===== config.mk =====
export PLATFORM = sky130hd
export DESIGN_NAME = uart_rx_ctrl_flat
export DESIGN_NICKNAME = d
export VERILOG_FILES = /design/src/rtl/uart_pkg.sv /design/src/rtl/uart_rx_ctrl_if.sv /design/src/rtl/sync_fifo.sv /design/src/rtl/uart_rx_ctrl.sv /design/src/flat_wrapper.sv
export SDC_FILE = /design/constraint.sdc
export NUM_CORES = 1
export LEC_CHECK = 0
export CORE_MARGIN = 10
export CORE_UTILIZATION = 50
export DETAILED_ROUTE_END_ITERATION = 10
export PLACE_DENSITY = 0.74
export SYNTH_ARGS = -nofsm -noshare
export SYNTH_HDL_FRONTEND = slang
export SYNTH_SLANG_ARGS = --single-unit

===== constraint.sdc =====
create_clock -name clk -period 4.15 [get_ports clk]
set_input_delay 0.83 -clock clk [delete_from_list [all_inputs] [get_ports clk]]
set_output_delay 0.83 -clock clk [all_outputs]
set_load 0.02 [all_outputs]

===== src/rtl/uart_pkg.sv =====
`default_nettype none
// ============================================================================
// Module      : uart_pkg
// Description : Shared types and frame-bit constants for the UART receive
//               controller (FSM state encoding, sticky error record, helpers).
// Revision    : 1.0 - initial release
// ============================================================================
package uart_pkg;

  typedef enum logic [1:0] {
    IDLE  = 2'd0,
    CHECK = 2'd1,
    PUSH  = 2'd2
  } rx_state_e;

  localparam int START_BIT = 0;
  localparam int DATA_LSB  = 1;
  localparam int DATA_MSB  = 8;
  localparam int PAR_BIT   = 9;
  localparam int STOP_BIT  = 10;

  typedef struct packed {
    logic frame;
    logic parity;
    logic overrun;
  } rx_err_t;

  // Framing is bad when the start bit is not low or the stop bit is not high.
  function automatic logic frame_error(input logic [10:0] f);
    return f[START_BIT] | ~f[STOP_BIT];
  endfunction

  // XOR over data+parity is 1 for odd total ones; mismatch against the mode.
  function automatic logic parity_error(input logic [10:0] f, input logic en,
                                        input logic odd);
    return en & ((^f[PAR_BIT:DATA_LSB]) != odd);
  endfunction

endpackage
`default_nettype wire


===== src/rtl/uart_rx_ctrl_if.sv =====
`default_nettype none
// ============================================================================
// Module      : uart_rx_ctrl_if
// Description : Bundle between the SIPO/core side and the receive controller.
//               master = frame source and core, slave = uart_rx_ctrl.
// Revision    : 1.0 - initial release
// ============================================================================
interface uart_rx_ctrl_if #(
  parameter int FIFO_DEPTH = 8
) ();
  localparam int CNT_W = $clog2(FIFO_DEPTH) + 1;

  logic [10:0]      frame_in;
  logic             frame_done;
  logic             cfg_parity_en;
  logic             cfg_parity_odd;
  logic             rd_en;
  logic [7:0]       rd_data;
  logic             rd_valid;
  logic [CNT_W-1:0] fifo_count;
  logic             err_frame;
  logic             err_parity;
  logic             err_overrun;
  logic             err_clr;
  logic             rx_timeout;
  logic             irq;

  modport master (
    output frame_in, frame_done, cfg_parity_en, cfg_parity_odd, rd_en, err_clr,
    input  rd_data, rd_valid, fifo_count, err_frame, err_parity, err_overrun,
           rx_timeout, irq
  );

  modport slave (
    input  frame_in, frame_done, cfg_parity_en, cfg_parity_odd, rd_en, err_clr,
    output rd_data, rd_valid, fifo_count, err_frame, err_parity, err_overrun,
           rx_timeout, irq
  );
endinterface
`default_nettype wire


===== src/rtl/sync_fifo.sv =====
`default_nettype none
// ============================================================================
// Module      : sync_fifo
// Description : Single-clock FIFO with registered head output. The occupancy
//               count is the only source of full/empty; pointers wrap freely.
// Revision    : 1.0 - initial release
// ============================================================================
module sync_fifo #(
  parameter int WIDTH = 8,
  parameter int DEPTH = 8
) (
  input  wire logic                       clk,
  input  wire logic                       reset,
  input  wire logic                       push,
  input  wire logic [WIDTH-1:0]           wdata,
  input  wire logic                       pop,
  output logic      [WIDTH-1:0]           rdata,
  output logic                            valid,
  output logic      [$clog2(DEPTH):0]     count
);
  localparam int AW    = $clog2(DEPTH);
  localparam int CNT_W = AW + 1;

  logic [WIDTH-1:0] mem [DEPTH];
  logic [AW-1:0]    wptr;
  logic [AW-1:0]    rptr;
  logic [AW-1:0]    rptr_nxt;
  logic             pop_ok;
  logic             push_ok;
  logic             is_full;
  logic             is_empty;

  // Qualify requests: pop needs data, push needs room unless a pop frees a slot.
  always_comb begin
    is_empty = (count == '0);
    is_full  = (count == CNT_W'(DEPTH));
    pop_ok   = pop & ~is_empty;
    push_ok  = push & (~is_full | pop_ok);
    rptr_nxt = rptr + AW'(1);
  end

  // Storage array, written only on an accepted push.
  always_ff @(posedge clk) begin
    if (push_ok) begin
      mem[wptr] <= wdata;
    end
  end

  // Pointers, count and the registered head byte (holds when nothing to show).
  always_ff @(posedge clk) begin
    if (reset) begin
      wptr  <= '0;
      rptr  <= '0;
      count <= '0;
      rdata <= '0;
    end else begin
      if (push_ok) wptr <= wptr + AW'(1);
      if (pop_ok)  rptr <= rptr_nxt;
      case ({push_ok, pop_ok})
        2'b10:   count <= count + CNT_W'(1);
        2'b01:   count <= count - CNT_W'(1);
        default: count <= count;
      endcase
      if (is_empty && push_ok) begin
        rdata <= wdata;
      end else if (pop_ok) begin
        if (count >= CNT_W'(2)) rdata <= mem[rptr_nxt];
        else if (push_ok)       rdata <= wdata;
      end
    end
  end

  assign valid = ~is_empty;

endmodule
`default_nettype wire


===== src/rtl/uart_rx_ctrl.sv =====
`default_nettype none
// ============================================================================
// Module      : uart_rx_ctrl
// Description : UART receive controller behind the SIPO deserializer. Edge
//               detects frame_done, checks start/stop/parity, buffers good
//               bytes in a FIFO, keeps sticky error flags and drives irq.
//               Optional idle timeout enabled by defining UART_RX_TIMEOUT_EN.
// Revision    : 1.0 - initial release
// ============================================================================
module uart_rx_ctrl
  import uart_pkg::*;
#(
  parameter int FIFO_DEPTH  = 8,
  parameter int IRQ_THRESH  = 4,
  parameter int TIMEOUT_CYC = 160
) (
  input wire logic  clk,
  input wire logic  reset,
  uart_rx_ctrl_if.slave bus
);
  localparam int CNT_W = $clog2(FIFO_DEPTH) + 1;

  logic             fd_q;
  logic             pending;
  rx_state_e        state;
  logic [10:0]      frame_r;
  logic             ferr_r;
  logic             perr_r;
  rx_err_t          err;
  rx_err_t          err_set;
  logic             rise;
  logic             consume;
  logic             lost;
  logic             pop;
  logic             push;
  logic             full;
  logic             drop_ovr;
  logic             rx_to;
  logic [7:0]       fifo_rdata;
  logic             fifo_valid;
  logic [CNT_W-1:0] fifo_cnt;

  // Edge detect, push/drop decisions and error set terms.
  always_comb begin
    rise     = bus.frame_done & ~fd_q;
    consume  = (state == IDLE) & pending;
    lost     = rise & pending & ~consume;
    pop      = bus.rd_en & fifo_valid;
    full     = (fifo_cnt == CNT_W'(FIFO_DEPTH));
    push     = (state == PUSH) & ~ferr_r & (~full | bus.rd_en);
    drop_ovr = (state == PUSH) & ~ferr_r & full & ~bus.rd_en;
    err_set.frame   = (state == PUSH) & ferr_r;
    err_set.parity  = (state == PUSH) & ~ferr_r & perr_r;
    err_set.overrun = drop_ovr | lost;
  end

  // Frame FSM with edge register and pending latch; fd_q resets high so a
  // level held across reset is not seen as a fresh frame.
  always_ff @(posedge clk) begin
    if (reset) begin
      fd_q    <= 1'b1;
      pending <= 1'b0;
      state   <= IDLE;
      frame_r <= '0;
      ferr_r  <= 1'b0;
      perr_r  <= 1'b0;
    end else begin
      fd_q    <= bus.frame_done;
      pending <= rise | (pending & ~consume);
      case (state)
        IDLE: begin
          if (pending) begin
            frame_r <= bus.frame_in;
            state   <= CHECK;
          end
        end
        CHECK: begin
          ferr_r <= frame_error(frame_r);
          perr_r <= parity_error(frame_r, bus.cfg_parity_en, bus.cfg_parity_odd);
          state  <= PUSH;
        end
        PUSH:    state <= IDLE;
        default: state <= IDLE;
      endcase
    end
  end

  // Sticky errors; a new set beats err_clr in the same cycle.
  always_ff @(posedge clk) begin
    if (reset) err <= '0;
    else       err <= rx_err_t'(err_set | (err & ~{3{bus.err_clr}}));
  end

  sync_fifo #(
    .WIDTH (8),
    .DEPTH (FIFO_DEPTH)
  ) u_fifo (
    .clk   (clk),
    .reset (reset),
    .push  (push),
    .wdata (frame_r[DATA_MSB:DATA_LSB]),
    .pop   (pop),
    .rdata (fifo_rdata),
    .valid (fifo_valid),
    .count (fifo_cnt)
  );

`ifdef UART_RX_TIMEOUT_EN
  localparam int TW = $clog2(TIMEOUT_CYC + 1);
  logic [TW-1:0] to_cnt;
  logic          to_inc;
  logic          to_clr;

  // Count only while bytes sit unread with the receiver quiet.
  always_comb begin
    to_clr = push | pop | ~fifo_valid;
    to_inc = ~to_clr & (state == IDLE) & ~pending;
  end

  // Idle counter and sticky timeout flag.
  always_ff @(posedge clk) begin
    if (reset) begin
      to_cnt <= '0;
      rx_to  <= 1'b0;
    end else begin
      if (to_clr)                                  to_cnt <= '0;
      else if (to_inc && to_cnt != TW'(TIMEOUT_CYC)) to_cnt <= to_cnt + TW'(1);
      if (to_inc && to_cnt == TW'(TIMEOUT_CYC - 1)) rx_to <= 1'b1;
      else if (pop | bus.err_clr | ~fifo_valid)       rx_to <= 1'b0;
    end
  end
`else
  assign rx_to = 1'b0;
`endif

  assign bus.rd_data     = fifo_rdata;
  assign bus.rd_valid    = fifo_valid;
  assign bus.fifo_count  = fifo_cnt;
  assign bus.err_frame   = err.frame;
  assign bus.err_parity  = err.parity;
  assign bus.err_overrun = err.overrun;
  assign bus.rx_timeout  = rx_to;
  assign bus.irq         = (fifo_cnt >= CNT_W'(IRQ_THRESH)) | (|err) | rx_to;

endmodule
`default_nettype wire


===== src/flat_wrapper.sv =====
// flat-port wrapper written by rule: the top's interface ports become plain ports
module uart_rx_ctrl_flat import uart_pkg::*;
#(
  parameter int FIFO_DEPTH  = 8,
  parameter int IRQ_THRESH  = 4,
  parameter int TIMEOUT_CYC = 160
)
  (clk, reset, bus_frame_in, bus_frame_done, bus_cfg_parity_en, bus_cfg_parity_odd, bus_rd_en, bus_err_clr, bus_rd_data, bus_rd_valid, bus_fifo_count, bus_err_frame, bus_err_parity, bus_err_overrun, bus_rx_timeout, bus_irq);
  uart_rx_ctrl_if #(.FIFO_DEPTH(FIFO_DEPTH)) bus_i ();
  input wire logic clk;
  input wire logic reset;
  input wire logic [$bits(bus_i.frame_in)-1:0] bus_frame_in;
  input wire logic [$bits(bus_i.frame_done)-1:0] bus_frame_done;
  input wire logic [$bits(bus_i.cfg_parity_en)-1:0] bus_cfg_parity_en;
  input wire logic [$bits(bus_i.cfg_parity_odd)-1:0] bus_cfg_parity_odd;
  input wire logic [$bits(bus_i.rd_en)-1:0] bus_rd_en;
  input wire logic [$bits(bus_i.err_clr)-1:0] bus_err_clr;
  output wire logic [$bits(bus_i.rd_data)-1:0] bus_rd_data;
  output wire logic [$bits(bus_i.rd_valid)-1:0] bus_rd_valid;
  output wire logic [$bits(bus_i.fifo_count)-1:0] bus_fifo_count;
  output wire logic [$bits(bus_i.err_frame)-1:0] bus_err_frame;
  output wire logic [$bits(bus_i.err_parity)-1:0] bus_err_parity;
  output wire logic [$bits(bus_i.err_overrun)-1:0] bus_err_overrun;
  output wire logic [$bits(bus_i.rx_timeout)-1:0] bus_rx_timeout;
  output wire logic [$bits(bus_i.irq)-1:0] bus_irq;
  assign bus_i.frame_in = bus_frame_in;
  assign bus_i.frame_done = bus_frame_done;
  assign bus_i.cfg_parity_en = bus_cfg_parity_en;
  assign bus_i.cfg_parity_odd = bus_cfg_parity_odd;
  assign bus_i.rd_en = bus_rd_en;
  assign bus_i.err_clr = bus_err_clr;
  assign bus_rd_data = bus_i.rd_data;
  assign bus_rd_valid = bus_i.rd_valid;
  assign bus_fifo_count = bus_i.fifo_count;
  assign bus_err_frame = bus_i.err_frame;
  assign bus_err_parity = bus_i.err_parity;
  assign bus_err_overrun = bus_i.err_overrun;
  assign bus_rx_timeout = bus_i.rx_timeout;
  assign bus_irq = bus_i.irq;
  uart_rx_ctrl #(.FIFO_DEPTH(FIFO_DEPTH), .IRQ_THRESH(IRQ_THRESH), .TIMEOUT_CYC(TIMEOUT_CYC)) u_core (.clk(clk), .reset(reset), .bus(bus_i));
endmodule

# [Word level (Yosys, flattened, before mapping)]
# Memories as Yosys holds them, arrays and structs flattened.
# Cells that the tools add are included.
[totals] mem_bits_rw=64 in_bits=18 mem_count=1 ff_bits=38 word_cells=77 out_inout_bits=18
[mem_list] name="u_core.u_fifo.mem" depth=8 width=8 read_ports=1 rd_ports_with_merged_regs=0 wr=1 line_no="sync_fifo.sv:24" source="logic [WIDTH-1:0] mem [DEPTH];"
[op_classes] n_addsub=4 eq_ne=7 n_reduce_logical=10 n_mux=9 n_lt_le_gt_ge=2 bitwise=31
[op_table] cell="2-to-1 mux 8 bit" count=4
[op_table] cell="bitwise AND 1 bit" count=15
[op_table] cell="XOR reduction 9 bit" count=1
[op_table] cell="one-hot mux 4 bit (2 select lines)" count=1
[op_table] cell="inverter 1 bit" count=7
[op_table] cell="adder 3 x 1 -> 3 bit, second input constant" count=2
[op_table] cell="OR 1 bit" count=6
[op_table] cell="adder 4 x 1 -> 4 bit, second input constant" count=1
[op_table] cell="equality test 2 x 1 -> 1 bit, second input constant" count=2
[op_table] cell="equality test 2 bit, second input constant" count=2
[op_table] cell="equality test 4 bit, second input constant" count=1
[op_table] cell="greater-or-equal comparator 4 x 2 -> 1 bit, second input constant" count=1
[op_table] cell="greater-or-equal comparator 4 x 3 -> 1 bit, second input constant" count=1
[op_table] cell="zero test 4 bit" count=1
[op_table] cell="one-hot mux 2 bit (2 select lines)" count=1
[op_table] cell="AND reduction 2 bit" count=2
[op_table] cell="nonzero test 2 bit" count=2
[op_table] cell="subtractor 4 x 1 -> 4 bit, second input constant" count=1
[op_table] cell="bitwise AND 3 bit" count=1
[op_table] cell="inverter 3 bit" count=1
[op_table] cell="OR 3 bit" count=1
[op_table] cell="nonzero test 3 bit" count=1
[op_table] cell="OR reduction 3 bit" count=1
[op_table] cell="zero test 2 bit" count=1
[op_table] cell="5 further kinds" count=6

# [Depth between registers and ports, before layout]
[logic_depth] depth_word=10 depth_mapped=12 ltp_nobuf=10

# [Cells and area by module]
# A second synthesis with hierarchy kept.
[unflattened] hier_cells=356 area_unflattened_um2=4420.5
[modules_own_cells] module="sync_fifo" cells_each=253 seq_area_each_um2=2282.2 area_per_inst_um2=3567.2 instances=1
[modules_own_cells] module="uart_rx_ctrl" cells_each=103 seq_area_each_um2=400.4 area_per_inst_um2=853.3 instances=1

# [Worst setup path before layout]
# No wires, ideal clock.
[synth_timing] path_type="register -> register" from="register u_core.u_fifo.count[1]" to="register u_core.u_fifo.count[2]" synth_period_minus_slack_ns=2.581 stages_incl_launch_ff=13 arrival_time_ns=2.511 slack_ns=1.569 setup_ns=0.070 path_buffers=2 cell_sequence="dfxtp_1 buf_6 or4_4 buf_6 nand2_1 inv_1 ha_1 xor2_1 ha_1 a21oi_1 xor2_1 or3_1 a21oi_1"
[synth_between] elab_chain_len=8 word_cells_on_any_way=16 classes_between="add/sub: 2; eq/ne: 3; mux: 1; bitwise: 8; reduce/logical: 2"
[synth_lines] element="from (decl)" line_no="sync_fifo.sv:19" source="output logic [$clog2(DEPTH):0] count"
[synth_lines] element="from (signal assigned)" line_no="sync_fifo.sv:60" source="2'b10: count <= count + CNT_W'(1);"
[synth_lines] element="from (signal assigned)" line_no="sync_fifo.sv:61" source="2'b01: count <= count - CNT_W'(1);"
[synth_lines] element="from (signal assigned)" line_no="sync_fifo.sv:62" source="default: count <= count;"
[synth_lines] element="zero test 4 bit *" line_no="sync_fifo.sv:35" source="is_empty = (count == '0);"
[synth_lines] element="inverter 1 bit *" line_no="sync_fifo.sv:73" source="assign valid = ~is_empty;"
[synth_lines] element="named net bus_rd_valid" line_no="flat_wrapper.sv:19" source="output wire logic [$bits(bus_i.rd_valid)-1:0] bus_rd_valid;"
[synth_lines] element="bitwise AND 1 bit" line_no="uart_rx_ctrl.sv:48" source="pop = bus.rd_en & fifo_valid;"
[synth_lines] element="bitwise AND 1 bit *" line_no="sync_fifo.sv:37" source="pop_ok = pop & ~is_empty;"
[synth_lines] element="named net u_core.u_fifo.pop_ok" line_no="sync_fifo.sv:28" source="logic pop_ok;"
[synth_lines] element="OR 1 bit" line_no="sync_fifo.sv:38" source="push_ok = push & (~is_full | pop_ok);"
[synth_lines] element="bitwise AND 1 bit" line_no="sync_fifo.sv:38"
[synth_lines] element="equality test 2 x 1 -> 1 bit / equality test 2 bit (equally long branches)" line_no="sync_fifo.sv:59" source="case ({push_ok, pop_ok})"
[synth_lines] element="one-hot mux 4 bit (2 select lines) / nonzero test 2 bit (equally long branches)"
# The timed path passes the listed nets; every way through them passes the cells marked *.
# A chain may end at the register's enable or synchronous reset.

# [Final worst setup path]
[layout_timing] from="input port bus_rd_en" to="register u_core.u_fifo.count[3]"
[layout_between] elab_chain_len=6 word_cells_on_any_way=10 classes_between="eq/ne: 2; mux: 1; bitwise: 6; reduce/logical: 1"
[layout_lines] element="from (decl)" line_no="flat_wrapper.sv:16" source="input wire logic [$bits(bus_i.rd_en)-1:0] bus_rd_en;"
[layout_lines] element="bitwise AND 1 bit" line_no="uart_rx_ctrl.sv:48"
[layout_lines] element="bitwise AND 1 bit" line_no="sync_fifo.sv:37"
[layout_lines] element="OR 1 bit" line_no="sync_fifo.sv:38"
[layout_lines] element="bitwise AND 1 bit" line_no="sync_fifo.sv:38"
[layout_lines] element="equality test 2 x 1 -> 1 bit / equality test 2 bit (equally long branches)" line_no="sync_fifo.sv:59"
[layout_lines] element="one-hot mux 4 bit (2 select lines) / nonzero test 2 bit (equally long branches)"
# Parallel ways exist; a longest one is shown, timed or not.

==> flow_summary.toml <==
[run_status]
run_status = "finished clean"

[floorplanning]
pin_count = 36
start_util = 0.511
die_width_microns = 111
die_area_sq_um = 12400
num_rows = 33
fp.dieH_microns = 111
coreArea_sq_um = 8180

[timing]
setup_tns_ns = 0
period_share = 0.705
rsz0062_at_grt = "false"
max_freq_mhz = 342
worst-slew-pin-transition_ns = 0.827
timing.slew.headroom = 0.444
finalMaxSlewViolations = 0
setup_viol = 0
clock-skew-final_ns = 0.00814
post-route-min-period_ns = 2.93
hold_violations = 0

[job]
timing.max_cap.violations = 0

[grt]
grt_antenna_before_repair = 0
grt_first_pass_wirelength_mm = 12.7
grt_pass1_vias = 2478
grt.total_usage = 0.124
grt_overflow_total = 0
grt_start_max_net_pins = 36

[drt]
drc = 0
route.detailed.vias_per_inst = 5.45
drtAntennaViolNets = 0
dr_total_vias = 2459
drt-total-wl_mm = 7.75
dr.first_iter.drc_count = 150
drt_first_pass_iters = 4
post_drt_wl_per_cell_microns = 17.2

[hold_path]
worstHoldPathType = "reg2reg"

[power]
power_leakage_uw = 0.00158
power-per-cell-area_nw_per_um2 = 362
worst_ir_drop_vdd_uv = 198
total_power_uw = 1730

[layout]
flow.area_growth_from_synthesis_pct = 14.1
finalCoreUtilization = 0.583
diodes = 0
final_nets = 364
final_layout_size_suffix_gt1_frac = 0.121

[yosys]
synth_seq_cells = 102
synth-edff-count = 64
syn_nets = 329
synth-warning-count = 0
postSynthAreaPerCell_sq_um = 13.7
synth_top_cell_area_share = 0.460
synth_ff_type = "edfxtp_1"
postSynth.asyncResetShare = 0
synth_largest_area_cell = "edfxtp_1"
synthDistinctLibCells = 39
synth.area.top_cells = "edfxtp_1 (46%), dfxtp_1 (18%), mux4_2 (8.6%), nand2_1 (4.0%), a21oi_1 (3.7%)"
post_synth_inst_count = 306
synth_sequential_area_ratio = 0.642
synth.cell_area_sq_um = 4180
yosys.cell_count.top_type = "edfxtp_1"
synth_top_cells_by_count = "edfxtp_1 (64), nand2_1 (44), dfxtp_1 (38)"

[place]
gpl.final_weighted_congestion = 0.750
detailedPlacementHpwl_mm = 5.42
portBuffers = 34

[critical_path]
r2r_setup_slack_ns = 1.55
timing.critical_path.required_ns = 4.39
critical_path_arrival_ns = 3.17
crit_fanout = 6
endpoint_kind = "register"
timing_worst_setup_path_type = "in2reg"
start_kind = "primary input"

[clock_tree]
cts_max_path_buffers = 2
post_cts_buffers = 0
cts-hold-fix-buffers = 0
cts.sinks = 102
cts_inserted_buffers = 9
cts.clk_slew.worst_paths_ns = 0.10
cts_htree_levels = 3
cts_repair_resize_count = 0
cts-root-buf = "clkbuf_8"
worst_skew_pair.late_latency_ns = 0.35
tritoncts = "built"
-- critical path, stage by stage --
cell	delay, ns
clkdlybuf4s50_1	0.49
nand2b_1	0.23
o21ai_1	0.34
ha_1	0.34
nor4bb_1	0.32
mux2i_1	0.12
a21oi_1	0.16
mux2_2	0.34
-- cell type report --
class	count	area [sq um]
clock inverter	7	50.0
fill	677	3410
sequential	102	2680
timing repair buffer	38	370
multi-input combinational	186	1390
clock buffer	9	124
tap	105	131
inverter	4	15.0
-- layer usage --
metal	up-vias	GRT usage	routed length (microns)
li1	1187	-	-
met1	1195	0.156	3480
met2	75	0.200	3760
met3	2	0.0435	471
met4	0	0.0317	31
met5	-	0	0
-- registers in the layout, summed over array words and instances (netlist names) --
signal,flops
u_core.state,2
u_core.u_fifo.rdata,8
u_core.u_fifo.mem,64
u_core.bus.err_frame,1
u_core.bus.err_overrun,1
u_core.u_fifo.rptr,3
u_core.frame_r,11
u_core.perr_r,1
u_core.u_fifo.wptr,3
u_core.u_fifo.count,4
u_core.ferr_r,1
u_core.bus.err_parity,1
u_core.fd_q,1
u_core.pending,1
-- cells in the final DEF (no fill, tap or decap), drive strengths merged, types with 2 or more instances in the layout --
cell / instances
or2: 2
a21oi: 31
nor4bb: 2
dfxtp: 38
or3: 3
xnor2: 7
inv: 5
ha: 5
clkdlybuf4s50: 34
clkbuf: 9
nor3: 3
o21ai: 4
o211ai: 3
nor2: 22
xor2: 7
nor3b: 2
mux4: 16
nand3: 3
nand2: 44
clkinvlp: 4
nor2b: 2
a221o: 8
mux2i: 3
nand3b: 4
buf: 4
clkinv: 2
nand2b: 7
edfxtp: 64
-- stage by stage --
| stage | hold WS, ns | area, sq um | worst slack, ns | cells |
|---|---|---|---|---|
| 2_1_floorplan | 0.436 | 4180 | 1.57 | 306 |
| 3_3_place_gp | 0.443 | 4590 | 0.955 | 435 |
| 3_5_place_dp | 0.449 | 4590 | 0.890 | 435 |
| 4_1_cts | 0.463 | 4770 | 1.25 | 451 |
| 5_1_grt | 0.481 | 4770 | 1.01 | 451 |
| 6_report | 0.458 | 4770 | 1.22 | 451 |
-- logic make-up (layout without fill, tap and decap cells) --
family          count (synthesis)  in the layout  synth area share
compound gates                 48             48            0.0743
xor+xnor                       15             15            0.0347
fa+ha+maj                       5              5            0.0150
buf+inv                        18             58            0.0243
flops                         102            102             0.642
mux                            20             20            0.0961
other cells                     1              1          0.000898
simple gates                   97             97             0.113
-- report_power, final --
part	leakage (uW)	internal (uW)	switching, uW	total, uW
Clock	0.0000768	219	326	545
Sequential	0.000899	1070	10.0	1080
Combinational	0.000607	51.8	45.4	97.2
-- path summary, 6_finish.rpt --
kind,startpoint,endpoint,cells past startpoint
worst max-delay path,bus_rd_en,u_core.u_fifo.count[3],8
worst min-delay path,u_core.frame_r[0],u_core.frame_r[0],2
worst max register to register,u_core.u_fifo.count[0],u_core.u_fifo.count[3],7
worst min register to register,u_core.frame_r[0],u_core.frame_r[0],2
No activity file was read; power rests on OpenSTA's default activity.
